### src/rtl/muldiv_pkg.sv
`default_nettype none
// +------------------------------------------------------------------+
// | Module   : muldiv_pkg                                            |
// | Purpose  : Shared operation encodings and FSM state type for the |
// |            iterative multiply/divide unit.                       |
// | Revision : 1.0                                                   |
// +------------------------------------------------------------------+
package muldiv_pkg;

  // Operation select as presented on the func input.
  typedef enum logic [1:0] {
    FUNC_MULTU = 2'b00,
    FUNC_MULT  = 2'b01,
    FUNC_DIVU  = 2'b10,
    FUNC_DIV   = 2'b11
  } func_e;

  // Sequencer states: wait, iterate, finalise.
  typedef enum logic [1:0] {
    IDLE = 2'd0,
    CALC = 2'd1,
    FIX  = 2'd2
  } state_e;

  // Bit 0 of the encoding marks the signed variants.
  function automatic logic func_is_signed(input func_e f);
    return f[0];
  endfunction

  // Bit 1 of the encoding marks the divide variants.
  function automatic logic func_is_div(input func_e f);
    return f[1];
  endfunction

endpackage
`default_nettype wire

### src/rtl/muldiv_if.sv
`default_nettype none
// +------------------------------------------------------------------+
// | Module   : muldiv_if                                             |
// | Purpose  : Request/result bundle between the execute stage and   |
// |            the multiply/divide unit.                             |
// | Revision : 1.0                                                   |
// +------------------------------------------------------------------+
interface muldiv_if #(
  parameter int WIDTH = 32
);
  logic             start;
  logic [1:0]       func;
  logic [WIDTH-1:0] a;
  logic [WIDTH-1:0] b;
  logic [WIDTH-1:0] hi;
  logic [WIDTH-1:0] lo;
  logic             busy;
  logic             done;

  // Requester side: issues operations, observes results.
  modport master (
    output start, func, a, b,
    input  hi, lo, busy, done
  );

  // Unit side: accepts operations, presents results.
  modport slave (
    input  start, func, a, b,
    output hi, lo, busy, done
  );
endinterface
`default_nettype wire

### src/rtl/muldiv_iter.sv
`default_nettype none
// +------------------------------------------------------------------+
// | Module   : muldiv_iter                                           |
// | Purpose  : One combinational step of shift-add multiply or       |
// |            restoring divide on a 2*WIDTH+1 bit accumulator.      |
// | Revision : 1.0                                                   |
// +------------------------------------------------------------------+
// Accumulator layout, both modes:
//   [2W:W]   upper part (multiply: running partial product with carry,
//            divide: partial remainder)
//   [W-1:0]  lower part (multiply: remaining multiplier bits shifting out
//            while product bits shift in, divide: dividend bits shifting
//            out while quotient bits shift in)
module muldiv_iter #(
  parameter int WIDTH = 32
) (
  input  wire logic [2*WIDTH:0] i_acc,
  input  wire logic             i_is_div,
  input  wire logic [WIDTH-1:0] i_operand,
  output logic      [2*WIDTH:0] o_acc
);

  logic [WIDTH:0]   w_add_sum;
  logic [2*WIDTH:0] w_shl;
  logic [WIDTH:0]   w_trial;

  // Select between the multiply step (conditional add then shift right)
  // and the divide step (shift left then trial subtract).
  always_comb begin
    // In multiply mode the top bit is always clear on entry, so it can be
    // carried through the add without changing the sum.
    w_add_sum = i_acc[2*WIDTH:WIDTH] + {1'b0, i_operand};
    w_shl     = {i_acc[2*WIDTH-1:0], 1'b0};
    // The remainder stays below the divisor, so after the shift it fits in
    // WIDTH+1 bits and bit WIDTH of the difference is a clean borrow flag.
    w_trial   = w_shl[2*WIDTH:WIDTH] - {1'b0, i_operand};
    o_acc     = i_acc;
    if (i_is_div) begin
      if (w_trial[WIDTH]) begin
        o_acc = w_shl;
      end else begin
        o_acc = {w_trial, w_shl[WIDTH-1:1], 1'b1};
      end
    end else if (i_acc[0]) begin
      o_acc = {1'b0, w_add_sum, i_acc[WIDTH-1:1]};
    end else begin
      o_acc = {1'b0, i_acc[2*WIDTH:1]};
    end
  end

endmodule
`default_nettype wire

### src/rtl/muldiv_unit.sv
`default_nettype none
// +------------------------------------------------------------------+
// | Module   : muldiv_unit                                           |
// | Purpose  : Iterative signed/unsigned multiply and divide with a  |
// |            start/busy/done handshake and HI/LO result registers. |
// | Revision : 1.0                                                   |
// +------------------------------------------------------------------+
// WIDTH must be at least 4.
module muldiv_unit
  import muldiv_pkg::*;
#(
  parameter int WIDTH = 32
) (
  input wire logic clk,
  input wire logic resetn,
  muldiv_if.slave  bus
);

  localparam int                 c_cnt_w     = $clog2(WIDTH);
  localparam logic [c_cnt_w-1:0] c_last_iter = c_cnt_w'(WIDTH - 1);
  localparam int                 c_acc_w     = 2 * WIDTH + 1;

  state_e             r_state;
  state_e             w_state_next;
  logic [c_cnt_w-1:0] r_cnt;

  func_e              r_func;
  logic [WIDTH-1:0]   r_a_raw;
  logic [WIDTH-1:0]   r_opnd;
  logic               r_sign_a;
  logic               r_sign_b;
  logic [c_acc_w-1:0] r_acc;
  logic [c_acc_w-1:0] w_acc_next;

  logic [WIDTH-1:0]   r_hi;
  logic [WIDTH-1:0]   r_lo;
  logic               r_done;

  logic               w_busy;
  logic               w_load;
  logic               w_step;
  logic               w_fix;

  func_e              w_func_in;
  logic               w_sign_a_in;
  logic               w_sign_b_in;
  logic [WIDTH-1:0]   w_mag_a;
  logic [WIDTH-1:0]   w_mag_b;

  logic [2*WIDTH-1:0] w_prod;
  logic [WIDTH-1:0]   w_quo;
  logic [WIDTH-1:0]   w_rem;
  logic               w_signed_op;
  logic               w_neg_res;
  logic               w_div_zero;
  logic [WIDTH-1:0]   w_hi_fix;
  logic [WIDTH-1:0]   w_lo_fix;
  logic               w_unused_acc_msb;

  // Magnitudes of the incoming operands; the most-negative value maps to
  // its own unsigned bit pattern, which is the correct magnitude.
  assign w_func_in   = func_e'(bus.func);
  assign w_sign_a_in = func_is_signed(w_func_in) & bus.a[WIDTH-1];
  assign w_sign_b_in = func_is_signed(w_func_in) & bus.b[WIDTH-1];
  assign w_mag_a     = w_sign_a_in ? (~bus.a + 1'b1) : bus.a;
  assign w_mag_b     = w_sign_b_in ? (~bus.b + 1'b1) : bus.b;

  // State register.
  always_ff @(posedge clk or negedge resetn) begin
    if (!resetn) begin
      r_state <= IDLE;
    end else begin
      r_state <= w_state_next;
    end
  end

  // Next-state: fixed WIDTH iterations then one finalise cycle.
  always_comb begin
    w_state_next = r_state;
    case (r_state)
      IDLE:    if (bus.start) w_state_next = CALC;
      CALC:    if (r_cnt == c_last_iter) w_state_next = FIX;
      FIX:     w_state_next = IDLE;
      default: w_state_next = IDLE;
    endcase
  end

  // FSM outputs driving the datapath enables.
  always_comb begin
    w_busy = (r_state != IDLE);
    w_load = (r_state == IDLE) && bus.start;
    w_step = (r_state == CALC);
    w_fix  = (r_state == FIX);
  end

  // Iteration counter, cleared on load and after the last iteration.
  always_ff @(posedge clk or negedge resetn) begin
    if (!resetn) begin
      r_cnt <= '0;
    end else if (w_load) begin
      r_cnt <= '0;
    end else if (w_step) begin
      r_cnt <= (r_cnt == c_last_iter) ? '0 : r_cnt + c_cnt_w'(1);
    end
  end

  // Operand latches; inputs are free to change after the start edge.
  always_ff @(posedge clk or negedge resetn) begin
    if (!resetn) begin
      r_func   <= FUNC_MULTU;
      r_a_raw  <= '0;
      r_opnd   <= '0;
      r_sign_a <= 1'b0;
      r_sign_b <= 1'b0;
    end else if (w_load) begin
      r_func   <= w_func_in;
      r_a_raw  <= bus.a;
      r_opnd   <= w_mag_b;
      r_sign_a <= w_sign_a_in;
      r_sign_b <= w_sign_b_in;
    end
  end

  muldiv_iter #(
    .WIDTH (WIDTH)
  ) u_iter (
    .i_acc     (r_acc),
    .i_is_div  (func_is_div(r_func)),
    .i_operand (r_opnd),
    .o_acc     (w_acc_next)
  );

  // Accumulator: seeded with |a| in the low half for both modes.
  always_ff @(posedge clk or negedge resetn) begin
    if (!resetn) begin
      r_acc <= '0;
    end else if (w_load) begin
      r_acc <= {{(WIDTH + 1){1'b0}}, w_mag_a};
    end else if (w_step) begin
      r_acc <= w_acc_next;
    end
  end

  // Sign correction and divide-by-zero handling applied in the FIX cycle.
  always_comb begin
    w_prod      = r_acc[2*WIDTH-1:0];
    w_quo       = r_acc[WIDTH-1:0];
    w_rem       = r_acc[2*WIDTH-1:WIDTH];
    w_signed_op = func_is_signed(r_func);
    w_neg_res   = w_signed_op & (r_sign_a ^ r_sign_b);
    w_div_zero  = (r_opnd == '0);
    w_hi_fix    = '0;
    w_lo_fix    = '0;
    if (!func_is_div(r_func)) begin
      if (w_neg_res) begin
        w_prod = ~w_prod + 1'b1;
      end
      w_hi_fix = w_prod[2*WIDTH-1:WIDTH];
      w_lo_fix = w_prod[WIDTH-1:0];
    end else if (w_div_zero) begin
      w_hi_fix = r_a_raw;
      w_lo_fix = '1;
    end else begin
      // Most-negative / -1 falls out naturally: |q| = 2^(W-1), no negation.
      w_lo_fix = w_neg_res ? (~w_quo + 1'b1) : w_quo;
      w_hi_fix = (w_signed_op && r_sign_a) ? (~w_rem + 1'b1) : w_rem;
    end
  end

  // Result registers and the one-cycle done pulse.
  always_ff @(posedge clk or negedge resetn) begin
    if (!resetn) begin
      r_hi   <= '0;
      r_lo   <= '0;
      r_done <= 1'b0;
    end else begin
      r_done <= w_fix;
      if (w_fix) begin
        r_hi <= w_hi_fix;
        r_lo <= w_lo_fix;
      end
    end
  end

  // The accumulator top bit only carries intermediate state.
  assign w_unused_acc_msb = r_acc[2*WIDTH];

  assign bus.hi   = r_hi;
  assign bus.lo   = r_lo;
  assign bus.busy = w_busy;
  assign bus.done = r_done;

endmodule
`default_nettype wire

### src/flat_wrapper.sv
// flat-port wrapper written by rule: the top's interface ports become plain ports
module muldiv_unit_flat import muldiv_pkg::*;
#(
  parameter int WIDTH = 32
)
  (clk, resetn, bus_start, bus_func, bus_a, bus_b, bus_hi, bus_lo, bus_busy, bus_done);
  muldiv_if #(.WIDTH(WIDTH)) bus_i ();
  input wire logic clk;
  input wire logic resetn;
  input wire logic [$bits(bus_i.start)-1:0] bus_start;
  input wire logic [$bits(bus_i.func)-1:0] bus_func;
  input wire logic [$bits(bus_i.a)-1:0] bus_a;
  input wire logic [$bits(bus_i.b)-1:0] bus_b;
  output wire logic [$bits(bus_i.hi)-1:0] bus_hi;
  output wire logic [$bits(bus_i.lo)-1:0] bus_lo;
  output wire logic [$bits(bus_i.busy)-1:0] bus_busy;
  output wire logic [$bits(bus_i.done)-1:0] bus_done;
  assign bus_i.start = bus_start;
  assign bus_i.func = bus_func;
  assign bus_i.a = bus_a;
  assign bus_i.b = bus_b;
  assign bus_hi = bus_i.hi;
  assign bus_lo = bus_i.lo;
  assign bus_busy = bus_i.busy;
  assign bus_done = bus_i.done;
  muldiv_unit #(.WIDTH(WIDTH)) u_core (.clk(clk), .resetn(resetn), .bus(bus_i));
endmodule
### config.mk
export PLATFORM = sky130hd
export DESIGN_NAME = muldiv_unit_flat
export DESIGN_NICKNAME = d
export VERILOG_FILES = /design/src/rtl/muldiv_pkg.sv /design/src/rtl/muldiv_if.sv /design/src/rtl/muldiv_iter.sv /design/src/rtl/muldiv_unit.sv /design/src/flat_wrapper.sv
export SDC_FILE = /design/constraint.sdc
export NUM_CORES = 1
export LEC_CHECK = 0
export BUFFER_PORTS_ARGS = -buffer_cell sky130_fd_sc_hd__buf_2
export CAP_MARGIN = 20
export CORE_AREA = 10 10 201 203
export DETAILED_ROUTE_END_ITERATION = 10
export DIE_AREA = 0 0 211 213
export SLEW_MARGIN = 0
export SYNTH_ARGS = -nofsm -noshare
export SYNTH_HDL_FRONTEND = slang
export SYNTH_SLANG_ARGS = --single-unit
### constraint.sdc
create_clock -name clk -period 5.7 [get_ports clk]
set_input_delay 1.14 -clock clk [delete_from_list [all_inputs] [get_ports clk]]
set_output_delay 1.14 -clock clk [all_outputs]
set_load 0.02 [all_outputs]
==> run metrics <==
Layout area overhead 11.85%; Setup crit end kind register; Post-Route WL about 55,000 um; synth top area cells dfrtp_1 32%, a21oi_1 6.7%, nand2_1 6.6%, o21ai_0 6.1%, ha_1 5.5%; final setup fails 0; Synth cell types between 70 and 80; DP HPWL between 40,000 and 50,000 um; pwr/cell area around 700 nW/um2; r2r endpoint u_core.r_acc[59]; Reg2Reg Depth 20; post-CTS resize count 0; H-tree levels 1; Synth Area per Inst 7.767 um2; WL per Instance approximately 21 um; Mapped Area between 15,000 and 20,000 um2; postcts setup bufs 0; Seq. cell area approximately 5100 um2; top cell type's share of synthesized area 31.83%; worst-margin pin slew roughly 1 ns; Global Route Usage Sum ~24%; grt ovf 0; Seq cells post-synth slightly above 200; cell taking the most area after synthesis dfrtp_1; core area approximately 36,000 um2; R2R Path Start u_core.r_acc[31]; Synth async-reset ratio 100.0%; initial antenna violation count 2; footprint of the multi-input gates between 10,000 and 15,000 um2; setup TNS 0 ns; final worst path period share between 80% and 90%; crit path DAT about 5.5 ns; drt pass-1 iters 6; Via density between 5 and 6; Syn Inst Count ~2,100; RSZ-0062 raised after global routing no; hold path startpoint u_core.bus.hi[25]; GP Congestion roughly 0.95; Bufs on Longest Clock Path 3; fin cells 2,620; I/O Pins between 100 and 150; f_max between 150 and 200 MHz; CTS clk-pin slew, worst paths approximately 0.06 ns; hold_ws ~0.47 ns; DRC violations left 0; first-pass GRT wire length approximately 87,000 um; Die X 211 um; Sink Count roughly 210; most frequently used flop master after synthesis dfrtp_1; # port buffers roughly 130; Worst EP required approximately 6.2 ns; Max Slew Vio Count 0; via count approximately 16,000; final hold violations 0; Final Critical Period a little over 5 ns; Crit Path Class register to register; number of flops mapped to enable cells by yosys 0; CTS Buf Count 27; post-synthesis sequential area ratio between 30% and 40%; Clk Latency, worst-skew pair between 0.5 and 0.6 ns; hold_buf cts 0; Startpoint Class register; vias in the first global route 15,110; Filler cells around 3,600; Post-Layout Inst Area around 18,000 um2; Max Cap Viol 0; worst clock skew roughly 0.029 ns; nets ~2,300; DIE AREA ~45,000 um2; Post-Place Cell Area between 15,000 and 20,000 um2; DRT iter0 DRCs ~1,500; die span in y around 210 um; CTS tree built; setup slack, reg-to-reg between 0.6 and 0.7 ns; Root Driver clkbuf_16; Placed Instances 2,570; worst hold path type register to register; warnings from Yosys 0; status complete, no violations; Tot Pwr 12,710 uW; fraction of layout cells with a size suffix above 1 between 10% and 20%; Worst Setup EP u_core.r_acc[59]; pin count of the biggest net entering global routing 92; P_leak 0.008012 uW; row count 70; post-route ant nets 0; syn_nets 2,217; Starting Density between 40% and 50%; peak supply drop approximately 0.41 mV; crit path max fanout 12; Critical Path Source u_core.r_acc[31]; Slew headroom approximately a third
[cell usage after synthesis, types with 31 or more instances]
cell type and number:
ha_1 71, dfrtp_1 205, nor2_1 188, nand2_1 282, a211oi_1 45, o211ai_1 31, o21ai_0 196, xnor2_1 100
nor3_1 38, clkbuf_1 122, mux2i_1 41, a31oi_1 35, inv_1 71, a21oi_1 216, xor2_1 79
[layout by cell type, fill, tap and decap left out, types with 8 or more instances in the layout]
cell and instances:
a211oi_1 45, a21o_1 27, buf_2 133, o21ai_0 196, a311oi_1 8, nor3_1 38
clkbuf_16 27, a21oi_1 216, xor2_1 79, a31oi_1 35, xnor2_1 100, or4_1 9
nand3_1 25, nand2_1 281, and2_1 12, mux2i_1 41, buf_4 36, nand2b_1 16
o211ai_1 31, o31ai_1 22, nor4_1 22, ha_1 71, mux2_2 9, inv_1 71
or3_1 28, nor2_1 186, nor2b_1 16, dfrtp_1 204, a22o_1 12, nand4_1 10
o21ai_1 8, and3_1 15
[area by class of cell]
type                       count  area share (%)
multi-input combinational   1655           56.51
sequential                   205           28.48
timing repair buffer         170           5.268
clock buffer                  36           4.268
tap                          468           3.248
inverter                      72           1.499
clock inverter                11          0.6871
antenna                        3         0.04164
[worst max-delay path, stage by stage (launching register included)]
cell and delay (ns):
dfrtp_1 0.46, inv_1 0.10, ha_1 0.25, fa_1 0.39, nand2b_1 0.20, a21oi_1 0.30, o21ai_1 0.21, a2111oi_1 0.56
nor3b_1 0.14, o41ai_1 0.55, a21o_1 0.19, a211oi_1 0.06, nor2_1 0.11, ha_1 0.26, inv_1 0.40, nor3_1 0.11
o21ai_0 0.17, o31ai_1 0.09, a21oi_1 0.15, o21ai_0 0.09, a31oi_1 0.15
[per-layer routing]
| layer | share of wire [%] | vias up | track usage, % |
|---|---|---|---|
| li1 | - | 7490 | - |
| met1 | 45 | 7544 | 32.88 |
| met2 | 46 | 457 | 39.23 |
| met3 | 5.9 | 92 | 3.416 |
| met4 | 2.9 | 2 | 6.868 |
| met5 | 0.024 | - | 0 |
[registers in the layout, summed over array words and instances, names as in the netlist]
signal / flops
u_core.r_acc: 65
u_core.r_func: 2
u_core.r_a_raw: 32
u_core.r_opnd: 32
u_core.bus.hi: 32
u_core.r_sign_a: 1
u_core.r_cnt: 5
u_core.bus.done: 1
u_core.r_sign_b: 1
u_core.r_state: 2
u_core.bus.lo: 32
[logic make-up (layout without fill, tap and decap cells)]
logic type / Yosys count / count (layout) / share of synthesized area (%)
xor+xnor: 179 / 179 / 9.727
other cells: 0 / 3 / 0
mux: 50 / 50 / 3.175
compound gates: 669 / 669 / 25.09
flops: 205 / 205 / 31.83
simple gates: 684 / 684 / 19.28
buf+inv: 215 / 289 / 5.139
fa+ha+maj: 73 / 73 / 5.760
[power breakdown]
group          leakage, uW  switching [uW]  internal (uW)
clock network     0.000449             710           1030
logic              0.00503            4840           3250
registers          0.00254             845           2030
total              0.00801            6390           6310
[through the flow]
| step | setup slack (ns) | utilization, % |
|---|---|---|
| after floorplan | 1.485 | - |
| after CTS | 0.7558 | 49.70 |
| after global placement | 0.8023 | 47.23 |
| after detailed placement | 0.7753 | 47.23 |
| final | 0.6640 | 49.72 |
| after global routing | 0.2407 | 49.70 |
[worst min path at each step]
stage,endpoint,depth (start not counted)
2_1_floorplan,u_core.r_a_raw[2],2
3_3_place_gp,u_core.bus.hi[12],2
3_5_place_dp,u_core.bus.hi[25],2
4_1_cts,u_core.bus.hi[25],2
5_1_grt,u_core.bus.hi[29],2
6_report,u_core.bus.hi[25],2
No activity file was read; power rests on OpenSTA's default activity.
